===== src/rtl/mc_ctrl_pkg.sv =====
// Shared definitions for the multi-cycle control unit: FSM state encoding,
// the default reset PC and the jump-target alignment rule.
package mc_ctrl_pkg;

    localparam logic [63:0] DEFAULT_RESET_PC = 64'h8000_0000;

    typedef enum logic [3:0] {
        FETCH_REQ  = 4'd0,
        FETCH_WAIT = 4'd1,
        DECODE     = 4'd2,
        EXEC       = 4'd3,
        MEM_REQ    = 4'd4,
        MEM_WAIT   = 4'd5,
        WB         = 4'd6,
        HALT       = 4'd7,
        TRAP       = 4'd8
    } state_t;

    // Only word-aligned jump targets are legal; bit0 is already dropped for jalr.
    function automatic logic jump_target_misaligned(input logic is_jump, input logic target_bit1);
        return is_jump & target_bit1;
    endfunction

endpackage


===== src/rtl/perf_counter.sv =====
// Free-running performance counter with enable; wraps silently at 2^WIDTH.
module perf_counter #(
    parameter int WIDTH = 64
) (
    input  logic             clk,
    input  logic             rst,
    input  logic             en,
    output logic [WIDTH-1:0] count
);

    always_ff @(posedge clk) begin
        if (rst) begin
            count <= '0;
        end else if (en) begin
            count <= count + WIDTH'(1);
        end
    end

endmodule


===== src/rtl/mc_ctrl.sv =====
// Multi-cycle core controller: sequences fetch, decode, execute, memory and
// writeback, owns the PC and the cycle/instret counters.
module mc_ctrl
    import mc_ctrl_pkg::*;
#(
    parameter int                XLEN     = 64,
    parameter logic [XLEN-1:0]   RESET_PC = XLEN'(DEFAULT_RESET_PC)
) (
    input  logic            clk,
    input  logic            rst,
    output logic            imem_req_valid,
    input  logic            imem_req_ready,
    output logic [XLEN-1:0] imem_addr,
    input  logic            imem_rsp_valid,
    input  logic [31:0]     imem_rsp_data,
    output logic [31:0]     inst,
    input  logic            dec_is_load,
    input  logic            dec_mem_wen,
    input  logic            dec_reg_wen,
    input  logic            dec_is_jal,
    input  logic            dec_is_jalr,
    input  logic            dec_is_ebreak,
    input  logic            dec_inst_not_ipl,
    input  logic [XLEN-1:0] jump_target,
    output logic            dmem_req_valid,
    input  logic            dmem_req_ready,
    input  logic            dmem_rsp_valid,
    output logic [XLEN-1:0] pc,
    output logic            rf_wen,
    output logic            halted,
    output logic            trap,
    output logic [XLEN-1:0] cycle_cnt,
    output logic [XLEN-1:0] instret_cnt
);

    state_t          state;
    logic            wb_fault;
    logic            is_mem_op;
    logic            target_fault;
    logic [XLEN-1:0] next_pc;

    assign is_mem_op      = dec_is_load | dec_mem_wen;
    assign target_fault   = jump_target_misaligned(dec_is_jal | dec_is_jalr, jump_target[1]);
    assign imem_req_valid = (state == FETCH_REQ);
    assign dmem_req_valid = (state == MEM_REQ);
    assign imem_addr      = pc;

    always_comb begin
        next_pc = pc + XLEN'(4);
        if (dec_is_jal) begin
            next_pc = jump_target;
        end else if (dec_is_jalr) begin
            next_pc = {jump_target[XLEN-1:1], 1'b0};
        end
    end

    // The writeback decision (fault, rf_wen) is taken on entry to WB so that
    // rf_wen leaves a flop and is high for the WB cycle only.
    always_ff @(posedge clk) begin
        if (rst) begin
            state    <= FETCH_REQ;
            pc       <= RESET_PC;
            inst     <= '0;
            rf_wen   <= 1'b0;
            halted   <= 1'b0;
            trap     <= 1'b0;
            wb_fault <= 1'b0;
        end else begin
            rf_wen <= 1'b0;
            unique case (state)
                FETCH_REQ: begin
                    if (imem_req_ready) begin
                        state <= FETCH_WAIT;
                    end
                end
                FETCH_WAIT: begin
                    if (imem_rsp_valid) begin
                        inst  <= imem_rsp_data;
                        state <= DECODE;
                    end
                end
                DECODE: begin
                    if (dec_is_ebreak) begin
                        state  <= HALT;
                        halted <= 1'b1;
                    end else if (dec_inst_not_ipl) begin
                        state <= TRAP;
                        trap  <= 1'b1;
                    end else begin
                        state <= EXEC;
                    end
                end
                EXEC: begin
                    if (is_mem_op) begin
                        state <= MEM_REQ;
                    end else begin
                        state    <= WB;
                        wb_fault <= target_fault;
                        rf_wen   <= dec_reg_wen & ~target_fault;
                    end
                end
                MEM_REQ: begin
                    if (dmem_req_ready) begin
                        state <= MEM_WAIT;
                    end
                end
                MEM_WAIT: begin
                    if (dmem_rsp_valid) begin
                        state    <= WB;
                        wb_fault <= target_fault;
                        rf_wen   <= dec_reg_wen & ~target_fault;
                    end
                end
                WB: begin
                    if (wb_fault) begin
                        state <= TRAP;
                        trap  <= 1'b1;
                    end else begin
                        pc    <= next_pc;
                        state <= FETCH_REQ;
                    end
                end
                HALT: state <= HALT;
                TRAP: state <= TRAP;
                default: begin
                    state <= TRAP;
                    trap  <= 1'b1;
                end
            endcase
        end
    end

    perf_counter #(.WIDTH(XLEN)) u_cycle_cnt (
        .clk   (clk),
        .rst   (rst),
        .en    ((state != HALT) && (state != TRAP)),
        .count (cycle_cnt)
    );

    perf_counter #(.WIDTH(XLEN)) u_instret_cnt (
        .clk   (clk),
        .rst   (rst),
        .en    ((state == WB) && !wb_fault),
        .count (instret_cnt)
    );

endmodule


===== config.mk =====
export PLATFORM = sky130hd
export DESIGN_NAME = mc_ctrl
export DESIGN_NICKNAME = d
export VERILOG_FILES = /design/src/rtl/mc_ctrl_pkg.sv /design/src/rtl/perf_counter.sv /design/src/rtl/mc_ctrl.sv
export SDC_FILE = /design/constraint.sdc
export NUM_CORES = 1
export LEC_CHECK = 0
export CORE_ASPECT_RATIO = 1.1
export CORE_MARGIN = 5
export CORE_UTILIZATION = 25
export CTS_BUF_LIST = sky130_fd_sc_hd__clkbuf_8 sky130_fd_sc_hd__clkbuf_16
export DETAILED_ROUTE_END_ITERATION = 8
export REMOVE_ABC_BUFFERS = 1
export SYNTH_ARGS = -nofsm -noshare
export SYNTH_HDL_FRONTEND = slang
export SYNTH_SLANG_ARGS = --single-unit
export TNS_END_PERCENT = 20

===== constraint.sdc =====
create_clock -name clk -period 2.71 [get_ports clk]
set_input_delay 0.6775 -clock clk [delete_from_list [all_inputs] [get_ports clk]]
set_output_delay 0.6775 -clock clk [all_outputs]
set_load 0.05 [all_outputs]

# Word level (Yosys, flattened, before mapping)
# Index checks and enable logic that the tools add are counted.
[word_totals]
regBits = 232
input_bits = 109
word_cells = 70
[classes]
addsub = 3
n_eq_ne = 18
n_mux = 21
n_bitwise = 7
n_reduce_logical = 12
[ops]
columns = ["op", "count"]
rows = [
  ["adder 64 x 1 -> 64 bit, second input constant", 2],
  ["2-to-1 mux 64 bit", 2],
  ["adder 64 x 3 -> 64 bit, second input constant", 1],
  ["case mux 4 bit (8 select lines)", 1],
  ["2-to-1 mux 4 bit", 7],
  ["== test 4 x 3 -> 1 bit, second input constant", 4],
  ["!= test 2 bit, second input constant", 6],
  ["== test 4 x 2 -> 1 bit, second input constant", 2],
  ["AND reduction 4 bit", 2],
  ["2-to-1 mux 1 bit", 7],
  ["OR reduction 7 bit", 1],
  ["AND reduction 2 bit", 3],
  ["== test 4 x 1 -> 1 bit, second input constant", 1],
  ["== test 4 bit, second input constant", 1],
  ["zero test 4 bit", 1],
  ["!= test 2 x 1 -> 1 bit, second input constant", 2],
  ["!= test 4 x 3 -> 1 bit, second input constant", 1],
  ["!= test 4 bit, second input constant", 1],
  ["case mux 1 bit (2 select lines)", 2],
  ["NOT 1 bit", 3],
  ["case mux 1 bit (3 select lines)", 1],
  ["AND reduction 3 bit", 1],
  ["AND 1 bit", 2],
  ["logical AND 1 bit", 2],
  ["other kinds (4)", 5],
]

# Logic depth before layout (Yosys ltp)
[depth]
ltp_word = 6
ltp_mapped = 9
ltp_nobuf = 6

# Cells and area by module
# Synthesis repeated with hierarchy kept, for this count alone.
[hier_totals]
cells_unflattened = 1572
area_unflattened_um2 = 12354.3
[by_module_without_submodules]
columns = ["module", "n_inst", "cells_each", "area_each_um2", "seq_area_each_um2"]
rows = [
  ["mc_ctrl", 1, 878, 6298.5, 2082.0],
  ["perf_counter", 2, 347, 3027.9, 1281.2],
]

# Worst setup path before layout
# Ideal clock, no wire load.
[synth_path]
kind = "register -> output"
start = "register state[3]"
end = "output port imem_req_valid"
arrival_ns = 2.309
t_required_ns = 2.033
setup_slack_ns = -0.276
path_stages_with_launch = 4
path_buffers = 2
path_cell_list = "dfxtp_1 -> buf_1 -> clkbuf_1 -> nor4_1"
[synth_between]
elab_chain_cells = 1
[synth_lines]
columns = ["item", "line_no", "text"]
rows = [
  ["from (decl)", "mc_ctrl.sv:36", "state_t state;"],
  ["from (signal assigned)", "mc_ctrl.sv:61", "state <= FETCH_REQ;"],
  ["from (signal assigned)", "mc_ctrl.sv:73", "state <= FETCH_WAIT;"],
  ["from (signal assigned)", "mc_ctrl.sv:79", "state <= DECODE;"],
  ["zero test 4 bit", "mc_ctrl.sv:44", "assign imem_req_valid = (state == FETCH_REQ);"],
  ["to (decl)", "mc_ctrl.sv:11", "output logic imem_req_valid,"],
]
# No other way between the ends.

# Worst setup path after layout
[layout_path]
start = "register pc[44] (netlist: imem_addr[44])"
end = "output port pc[44]"
[layout_lines]
columns = ["item", "line_no", "text"]
rows = [
  ["from (decl)", "mc_ctrl.sv:28", "output logic [XLEN-1:0] pc,"],
  ["from (signal assigned)", "mc_ctrl.sv:119", "pc <= next_pc;"],
]
# No word-level cell between the ends.

==> flow_summary.toml <==
[timing]
fin_crit_ps = 2665
skew_ps = 16.85
clock.fmax_mhz = 375.2
worst_slew_pin_slew_ps = 627.8
setup_viol = 0
rsz0062_at_grt = "false"
fin_crit_sh = 0.9834
hold_viol_final = 0
maxSlewViolCount = 0
relSlewSlack = 0.5802
setup_ws_ps = 44.94

[grt]
grt_remaining_overflow = 0
grt_max_degree = 104
grt_pass1_wl_um = 76190
grt_util_all_layers = 0.1674
antenna_found_initial = 4
grt_pass1_vias = 13347

[power_and_ir_drop]
comb_power_share = 0.117
power.share.sequential = 0.423
p_clk_frac = 0.459
p_int_mw = 6.164
power.density_mw_per_mm2 = 457.9
peakVddDrop_uv = 424.5
p_switching_mw = 2.154
total_power_mw = 8.319
leakagePower_nw = 6.112
p_sw_frac = 0.2590

[floorplanning]
start_util = 0.2519
rows = 86
core_area_mm2 = 0.04993
die_x_um = 223.8
boundaryPins = 402
die-area_mm2 = 0.05489
dieHeight_um = 245.2

[synthesis]
ys_warn_count = 0
synthFlopType = "dfxtp_1"
ys_top_cells_by_area = "dfxtp_1, a21oi_1, nand2_1"
synth_commonest_cells = "dfxtp_1, nand2_1, a21oi_1, nor2_1, clkbuf_1"
synth_top_area_cell = "dfxtp_1"
syn-cell-area_mm2 = 0.01258
post_synth_num_cell_types = 74
synth-edff-count = 0
synth-seq-cells = 232
netlist.area_leader.share = 0.3693
synth_seq_area_share = 0.3693
synthArstFlopShare = 0
synth.most_common_cell = "dfxtp_1"
syn_inst = 1614
syn_area_per_cell_um2 = 7.792

[layout]
area_growth_pct = 44.47
seq_area_mm2 = 0.004644
drive_gt1_frac = 0.07603
nets = 2066
fillerInstances = 5152
multi_input_area_mm2 = 0.006953
final_core_util = 0.3639

[setup_path]
worstPathRequired_ps = 2030
crit_type = "reg2out"
start_kind = "flop"
critPathBufInv = 1
crit_chain = "clkdlybuf4s50_1"
arrival_ps = 1990
end_kind = "output port"
crit_family = "buffers and inverters"
slowest_delay_ps = 880
crit_slowest_cell = "clkdlybuf4s50_1"
path_max_fanout = 10

[drt]
drt_iter0_markers = 1030
dr.pass1.iters = 5
routed_via_density = 5.283
antenna_left = 0
drt_wl_total_um = 49340
wl_met3_um = 4340
wl_per_cell_um = 18.73
wl_met2_um = 23290
drc = 0
top_layer = "met5"
num_vias = 13921
wl_met1_um = 20390

[flow_run]
max-cap-violations = 0

[clock_network]
clockBufferDepth = 3
cts_tree = "done"
clk_latency_ps = 570
numCtsBuffers = 28
cts_hold_buffers = 0
clkTransAtPathRegs_ps = 60
htreeDepth = 1
clock_sinks = 232
clockRootBuffer = "clkbuf_16"

[place]
place_congestion = 0.8733
pre_cts_slack_ps = 154.6
port-buffer-count = 401
dp_hpwl_um = 36400

[run_status]
status = "complete, no violations"

[min_path]
hold_path.class = "reg2reg"
## layout make-up
| cell class | instances | share of cell area |
|---|---|---|
| sequential | 232 | 0.2556 |
| inverter | 23 | 0.004752 |
| clock inverter | 15 | 0.008402 |
| antenna | 2 | 0.0002755 |
| tap | 660 | 0.04545 |
| timing repair buffer | 484 | 0.2597 |
| clock buffer | 34 | 0.04311 |
| multi-input combinational | 1185 | 0.3827 |
## logic make-up after synthesis
kind of cell,synth area share
flops,0.3693
mux,0.01642
simple gates,0.3174
xor+xnor,0.03622
compound gates,0.1776
fa+ha+maj,0.002985
buf+inv,0.08009
## cell usage in the layout (no fill, tap or decap), types with 28 or more instances in the layout
cell	n
buf_4	80
nand3_1	91
clkdlybuf4s50_1	378
and3_1	47
inv_1	30
dfxtp_1	232
nor3_1	33
nand2_1	186
or4_1	55
o31ai_1	56
nor4_1	42
nor2_1	117
nand4_1	68
xor2_1	43
clkbuf_16	28
or3_1	34
a21oi_1	150
## through the flow
step                      instances  cell area, µm²  hold slack [ps]  TNS [ps]
after floorplan                1440           11650            479.9    -58600
after global placement         2583           17200            440.7         0
after detailed placement       2583           17200            439.6         0
after CTS                      2632           18120            448.6         0
after global routing           2633           18160            474.8         0
final                          2635           18170            447.5         0
## power by group through the flow
stage	sequential, mW	clock (mW)	combinational (mW)
3_5_place_dp	3.60	0	0.978
3_3_place_gp	3.59	0	0.973
5_1_grt	3.53	4.08	1.04
2_1_floorplan	3.81	0	0.249
6_report	3.52	3.82	0.975
4_1_cts	3.52	3.96	0.981
## registers in the layout, summed over array words and instances (netlist names)
signal,flops
trap,1
state,4
rf_wen,1
u_instret_cnt.count,64
u_cycle_cnt.count,64
inst,32
imem_addr,64
wb_fault,1
halted,1
## path summary, 6_finish.rpt
path                                            start  depth (start not counted)  slack [ps]               endpoint
worst max-delay path                    imem_addr[44]                          1          40                 pc[44]
worst min-delay path                             trap                          2         450                   trap
worst max register to register  u_cycle_cnt.count[18]                          5         260  u_cycle_cnt.count[61]
worst min register to register                   trap                          2         450                   trap
## metal layers
metal  global-route usage  up-vias
met5                    0        -
met4              0.04974        6
met3              0.04330       82
met2               0.2854      609
met1               0.2084     6615
li1                     -     6609
## timing repair
action,in CTS,in global routing
resized for setup,8,13
setup buffers,0,1
setup endpoints to repair,9,17
pin swaps,0,1
gates cloned,0,0
Power figures use the tool's default switching activity.
